$ cat config.mk
export PLATFORM = sky130hd
export DESIGN_NAME = jtgng_ram_arb
export DESIGN_NICKNAME = d
export VERILOG_FILES = /design/src/rtl/jtgng_ram_arb.sv
export SDC_FILE = /design/constraint.sdc
export NUM_CORES = 1
export LEC_CHECK = 0
export CAP_MARGIN = 20
export CORE_MARGIN = 2
export CORE_UTILIZATION = 37
export CTS_CLUSTER_SIZE = 8
export DETAILED_ROUTE_END_ITERATION = 7
export PLACE_DENSITY = 0.76
export SLEW_MARGIN = 20
export SYNTH_ARGS = -nofsm -noshare
export SYNTH_HDL_FRONTEND = slang
export SYNTH_SLANG_ARGS = --single-unit
$ cat constraint.sdc
create_clock -name clk -period 1.4 [get_ports clk]
set_input_delay 0.35 -clock clk [delete_from_list [all_inputs] [get_ports clk]]
set_output_delay 0.35 -clock clk [all_outputs]
set_load 0.005 [all_outputs]
$ cat src/rtl/jtgng_ram_arb.sv
// jtgng_ram_arb: zero-fills a dual-port RAM after reset, then round-robins its write port
// between CPU and DMA and shares its read port between CPU reads and the video scanner.
module jtgng_ram_arb #(
    parameter int DW = 8,
    parameter int AW = 10
) (
    input  logic          clk,
    input  logic          rst,
    input  logic          cen,
    output logic          busy,
    input  logic          cpu_wr_req,
    input  logic [AW-1:0] cpu_wr_addr,
    input  logic [DW-1:0] cpu_wr_data,
    output logic          cpu_wr_ack,
    input  logic          dma_req,
    input  logic [AW-1:0] dma_addr,
    input  logic [DW-1:0] dma_data,
    output logic          dma_ack,
    input  logic          cpu_rd_req,
    input  logic [AW-1:0] cpu_rd_addr,
    output logic [DW-1:0] cpu_rd_data,
    output logic          cpu_rd_valid,
    input  logic [AW-1:0] vid_addr,
    output logic [DW-1:0] vid_data,
    output logic          vid_stall,
    output logic [AW-1:0] ram_wr_addr,
    output logic [DW-1:0] ram_data,
    output logic          ram_we,
    output logic [AW-1:0] ram_rd_addr,
    input  logic [DW-1:0] ram_q
);
    typedef enum logic {CLEAR, IDLE} state_t;
    state_t        state;
    logic [AW-1:0] cnt;
    logic          ptr;
    logic          rd_pend;
    logic          g_dma, g_cpu;
    // ptr holds the last granted source: 0 = CPU, 1 = DMA
    assign g_dma = dma_req && (!cpu_wr_req || !ptr);
    assign g_cpu = cpu_wr_req && !g_dma;
    assign ram_rd_addr = cpu_rd_req ? cpu_rd_addr : vid_addr;
    always_ff @(posedge clk) begin
        if (rst) begin
            state        <= CLEAR;
            cnt          <= '0;
            ptr          <= 1'b0;
            busy         <= 1'b1;
            ram_we       <= 1'b0;
            ram_wr_addr  <= '0;
            ram_data     <= '0;
            cpu_wr_ack   <= 1'b0;
            dma_ack      <= 1'b0;
            rd_pend      <= 1'b0;
            cpu_rd_valid <= 1'b0;
            cpu_rd_data  <= '0;
            vid_data     <= '0;
            vid_stall    <= 1'b0;
        end else begin
            cpu_wr_ack   <= cen && state == IDLE && g_cpu;
            dma_ack      <= cen && state == IDLE && g_dma;
            rd_pend      <= cpu_rd_req;
            cpu_rd_valid <= rd_pend;
            vid_stall    <= rd_pend;
            if (rd_pend) cpu_rd_data <= ram_q;
            else vid_data <= ram_q;
            if (cen) begin
                if (state == CLEAR) begin
                    // leave only once the write of the top address has been committed
                    if (ram_we && &ram_wr_addr) begin
                        state  <= IDLE;
                        busy   <= 1'b0;
                        ram_we <= 1'b0;
                    end else begin
                        ram_we      <= 1'b1;
                        ram_wr_addr <= cnt;
                        ram_data    <= '0;
                        cnt         <= cnt + 1'b1;
                    end
                end else begin
                    ram_we <= g_cpu || g_dma;
                    if (g_dma) begin
                        ram_wr_addr <= dma_addr;
                        ram_data    <= dma_data;
                        ptr         <= 1'b1;
                    end else if (g_cpu) begin
                        ram_wr_addr <= cpu_wr_addr;
                        ram_data    <= cpu_wr_data;
                        ptr         <= 1'b0;
                    end
                end
            end
        end
    end
endmodule

==> results of run 1 <==
[routing by layer]
layer | routed length [um] | share of wire | global-route usage | up-vias
li1 | - | - | - | 1277
met1 | 2950 | 0.39 | 0.226 | 1231
met2 | 3960 | 0.52 | 0.366 | 87
met3 | 535 | 0.071 | 0.0474 | 12
met4 | 125 | 0.017 | 0.0741 | 0
met5 | 0 | 0 | 0 | -
[flip-flops by register name, summed over array words and instances (netlist names), 8 cells and up]
name         flops
cnt             10
ram_wr_addr     10
cpu_rd_data      8
ram_data         8
vid_data         8
[final timing paths]
path | startpoint | to | slack, ps
setup / recovery | ram_we | ram_wr_addr[2] | -210
hold / removal | cpu_rd_req | rd_pend | 390
setup reg to reg | ram_we | ram_wr_addr[2] | -210
hold reg to reg | busy | busy | 450
[layout make-up]
class / instances / area, sq um / area share
tap: 80 / 100 / 0.0221
multi-input combinational: 188 / 1540 / 0.342
sequential: 52 / 1080 / 0.239
clock buffer: 5 / 68.8 / 0.0152
inverter: 2 / 7.51 / 0.00166
timing repair buffer: 182 / 1690 / 0.375
clock inverter: 3 / 22.5 / 0.00498
[power breakdown]
group | switching, W | total (W) | internal, W | leakage (nW)
Sequential | 0.0000231 | 0.00155 | 0.00152 | 0.437
Combinational | 0.000223 | 0.000637 | 0.000414 | 1.53
Clock | 0.000515 | 0.000874 | 0.000359 | 0.0485
Total | 0.000761 | 0.00306 | 0.00230 | 2.02
[timing repair]
action / 4_1_cts / 5_1_grt
gates resized for setup: 183 / 20
endpoints found under the setup margin: 80 / 41
buffers inserted: 13 / 3
pin swaps: 21 / 17
cloned: 2 / 0
[cell usage after synthesis, drive strengths merged (2+ instances only)]
master and number:
nand3 10, inv 2, a21oi 16, nor2 32, nand2 5, nor2b 4
or3 3, o21ai 11, buf 7, a211o 10, clkbuf 13, o31ai 5
nand2b 10, mux2 19, nand4 6, or4 4, mux2i 37, dfxtp 52
[through the flow]
step	utilization	instances	total power, W
global placement	0.612	488	0.00219
floorplan	-	262	0.00181
detailed placement	0.612	488	0.00220
finish	0.669	512	0.00306
global route	0.669	512	0.00319
CTS	0.659	511	0.00308
[cells by family (layout without fill, tap and decap cells)]
| group | count (synthesis) | in the layout | synth area share |
|---|---|---|---|
| AND/OR/NAND/NOR | 82 | 82 | 0.175 |
| multiplexers | 56 | 56 | 0.227 |
| flip-flops | 52 | 52 | 0.404 |
| AO/OA/AOI/OAI | 48 | 48 | 0.128 |
| buffers and inverters | 22 | 192 | 0.0587 |
| adder cells (fa/ha/maj) | 1 | 1 | 0.00485 |
| XOR/XNOR | 1 | 1 | 0.00340 |
[critical path, stage by stage (launching register included)]
cell     delay [ps]
dfxtp_2         350
nand4_1         210
buf_4           220
o41ai_4         340
nor2_2           90
buf_12          160
mux2i_1         160
==> results_dict.tcl, run 1 <==
set metrics [dict create \
    status "finished, violations left" \
    violations "negative setup slack" \
    postRouteAntennaNets 0 \
    rows 30 \
    grt_max_degree 19 \
    maxCapViolCount 0 \
    tightest_slew_ps 311 \
    worstRegToRegCells 6 \
    firstDrtPassIters 5 \
    synth-seq-area-share 0.404 \
    cts-hold-fix-buffers 0 \
    clock_latency_ps 310 \
    tns_ps -4770 \
    drc 0 \
    slew_viol_final 0 \
    numCtsBuffers 5 \
    path_class "reg2reg" \
    cp.required_ps 1630 \
    dieArea_sq_mm 0.00765 \
    grt_pass1_vias 2702 \
    netlist_area_sq_mm 0.00258 \
    grt_first_pass_wirelength_um 12200 \
    antenna_cells 0 \
    worst_slack_ps -207 \
    synthArstFlopShare 0 \
    yosys.area.top_type "dfxtp_1" \
    wl_per_cell_um 14.8 \
    fmax_mhz 622 \
    wirelength_um 7570 \
    synth_edf_count 0 \
    via_count 2607 \
    hold_viol_final 0 \
    cts.sinks 52 \
    core_sq_mm 0.00676 \
    setup_viol 30 \
    grt-ovfl-total 0 \
    fillerInstances 565 \
    p_leak_nw 2.02 \
    dieWidth_um 87.5 \
    ys_warn_count 0 \
    max_slew_margin 0.791 \
    cp.arrival_ps 1840 \
    drive_gt1_frac 0.382 \
    crit_fanout 10 \
    finalHoldWorstSlack_ps 387 \
    vias_per_cell 5.09 \
    grt_antenna_before_repair 0 \
    gp_congestion 0.801 \
    min_path_type "in2reg" \
    tritoncts "built" \
    io_buffers 119 \
    io_pins 120 \
    h-tree-depth 2 \
    drt_first_iter_violations 78 \
    start_util 0.382 \
    finalCritPeriodShare 1.15 \
    startpoint_type "flip-flop" \
    area_delta_synth_final_pct 75.3 \
    ys.flop_type "dfxtp_1" \
    ys_seq_elements 52 \
    nets 502 \
    power_density_mw_per_mm2 677 \
    synth.area.top_cells "dfxtp_1, mux2i_1, mux2_2" \
    place_hpwl_um 5410 \
    placed_area_sq_mm 0.00414 \
    synthesis.nets 333 \
    synth.avg_cell_area_sq_um 9.84 \
    final_cell_mix "dlygate4sd2_1, buf_4, clkdlybuf4s50_1" \
    cts_buffer_depth 2 \
    cts_root_buf "clkbuf_8" \
    clk_pin_slew_ps 100 \
    holdPathStages 3 \
    fin_skew_ps 6.68 \
    synth_top_area_share 0.404 \
    rsz0062_at_grt "true" \
    ys_types 41 \
    fin_area_sq_mm 0.00452 \
    die_h_um 87.5 \
    period_needed_ps 1610 \
    cp-end-kind "flip-flop" \
    gr-usage-all-layers 0.201 \
    ir_drop_mv 0.491 \
    post-place-ws_ps -735 \
    layout_commonest_cell "dlygate4sd2_1" \
    netlist_instances 262 \
]
Power figures use the tool's default switching activity.
==> inputs of run 2 (changes only) <==
RECOVER_POWER = 25   (was unset)
==> results_dict.tcl, run 2 (synthesis gave the netlist of run 1 again) <==
set metrics [dict create \
    status "finished, violations left" \
    violations "negative setup slack" \
    drive_gt1_frac 0.380 \
    grt_max_degree 19 \
    met1Wirelength_um 3030 \
    critPathLaunch "ram_we" \
    tritoncts "built" \
    fin_area_sq_mm 0.00450 \
    startpoint_type "flip-flop" \
    tightest_slew_ps 513 \
    io_pins 120 \
    rows 30 \
    final_cell_mix "dlygate4sd2_1, buf_4, clkdlybuf4s50_1" \
    die_h_um 87.5 \
    clock_latency_ps 310 \
    worst_slack_ps -206 \
    numCtsBuffers 5 \
    critPathCapture "ram_wr_addr[4]" \
    finish.utilization 0.666 \
    reg_top3 "cnt: 10 flops, ram_wr_addr: 10 flops" \
    grt_antenna_before_repair 0 \
    met2_length_um 3910 \
    grt_first_pass_wirelength_um 12200 \
    gr-usage-all-layers 0.201 \
    layout_commonest_cell "dlygate4sd2_1" \
    antenna_cells 0 \
    min_path_type "in2reg" \
    grt_pass1_vias 2702 \
    via_count 2602 \
    cts.sinks 52 \
    grt-ovfl-total 0 \
    crit_fanout 10 \
    drc 0 \
    period_needed_ps 1610 \
    ff2ff_setup_slack_ps -210 \
    nets 502 \
    ir_drop_mv 0.491 \
    cp.arrival_ps 1840 \
    dieArea_sq_mm 0.00765 \
    finalHoldWorstSlack_ps 385 \
    drt_first_iter_violations 82 \
    route.met3.wl_um 509 \
    top_layer "met4" \
    dp.cells 488 \
    path_class "reg2reg" \
    fmax_mhz 623 \
    maxCapViolCount 0 \
    power_density_mw_per_mm2 678 \
    total_power_w 0.00305 \
    clk_pin_slew_ps 100 \
    core_sq_mm 0.00676 \
    area_delta_synth_final_pct 74.6 \
    vias_per_cell 5.08 \
    rsz0062_at_grt "true" \
    p_leak_nw 2.01 \
    placed_area_sq_mm 0.00414 \
    cts_buffer_depth 2 \
    finalCritPeriodShare 1.15 \
    cp-end-kind "flip-flop" \
    worstRegToRegCells 6 \
    gp_congestion 0.801 \
    cts_root_buf "clkbuf_8" \
    r2r_end "ram_wr_addr[4]" \
    slew_viol_final 0 \
    io_buffers 119 \
    place_hpwl_um 5410 \
    fin_cells 512 \
    worstReg2RegStart "ram_we" \
    cp.required_ps 1630 \
    wl_per_cell_um 14.8 \
    hold_viol_final 0 \
    h-tree-depth 2 \
    start_util 0.382 \
    max_slew_margin 0.658 \
    wirelength_um 7580 \
    fin_skew_ps 6.84 \
    postRouteAntennaNets 0 \
    firstDrtPassIters 5 \
    setup_viol 30 \
    dieWidth_um 87.5 \
]
==> run 2: changes by cell type in the layout (fill, tap and decap cells not counted), sizes merged <==
cell    previous run  this run
buf               74        72
clkbuf             5         7
==> run 2: worst min path at each step <==
stage	startpoint	end	slack (ps)	cells past startpoint
after global placement	busy	busy	440	1
after floorplan	cnt[9]	cnt[9]	450	2
final	cpu_rd_req	rd_pend	380	3
after global routing	cpu_rd_req	rd_pend	400	3
after detailed placement	busy	busy	450	1
after CTS	busy	busy	460	1
==> run 2: per-layer routing <==
| metal | vias up | track usage |
|---|---|---|
| met5 | - | 0 |
| met4 | 0 | 0.0741 |
| met3 | 15 | 0.0474 |
| met2 | 83 | 0.366 |
| met1 | 1224 | 0.226 |
| li1 | 1280 | - |
==> run 2: where the power goes <==
group          total, W  switching [W]  internal (W)
clock network  0.000876       0.000517      0.000359
registers       0.00155      0.0000233       0.00152
logic          0.000631       0.000222      0.000409
total           0.00305       0.000763       0.00229
==> run 2: area by class of cell <==
class                           instances  area [sq um]
Fill cell                             568          2250
Clock inverter                          3          22.5
Sequential cell                        52          1080
Inverter                                2          7.51
Timing Repair Buffer                  182          1680
Clock buffer                            5          68.8
Tap cell                               80           100
Multi-Input combinational cell        188          1540
==> run 2: critical path, cell delays in order (launching register included) <==
cell     delay (ps)
dfxtp_2         350
nand4_1         210
buf_4           210
o41ai_4         340
nor2_2           90
buf_12          160
mux2i_1         160
==> run 2: timing repair <==
action	4_1_cts	5_1_grt
buffers inserted	13	3
setup endpoints to repair	80	41
gates cloned	2	0
endpoints found under the hold margin	0	0
hold buffers	0	0
resized for setup	183	20
pin swaps	21	17
==> run 2: metrics by stage <==
step / setup TNS (ps) / setup WS (ps)
after detailed placement: -21520 / -735
after global placement: -20980 / -704
final: -4770 / -206
after CTS: -3670 / -200
after floorplan: -358 / -35.3
after global routing: -7220 / -274
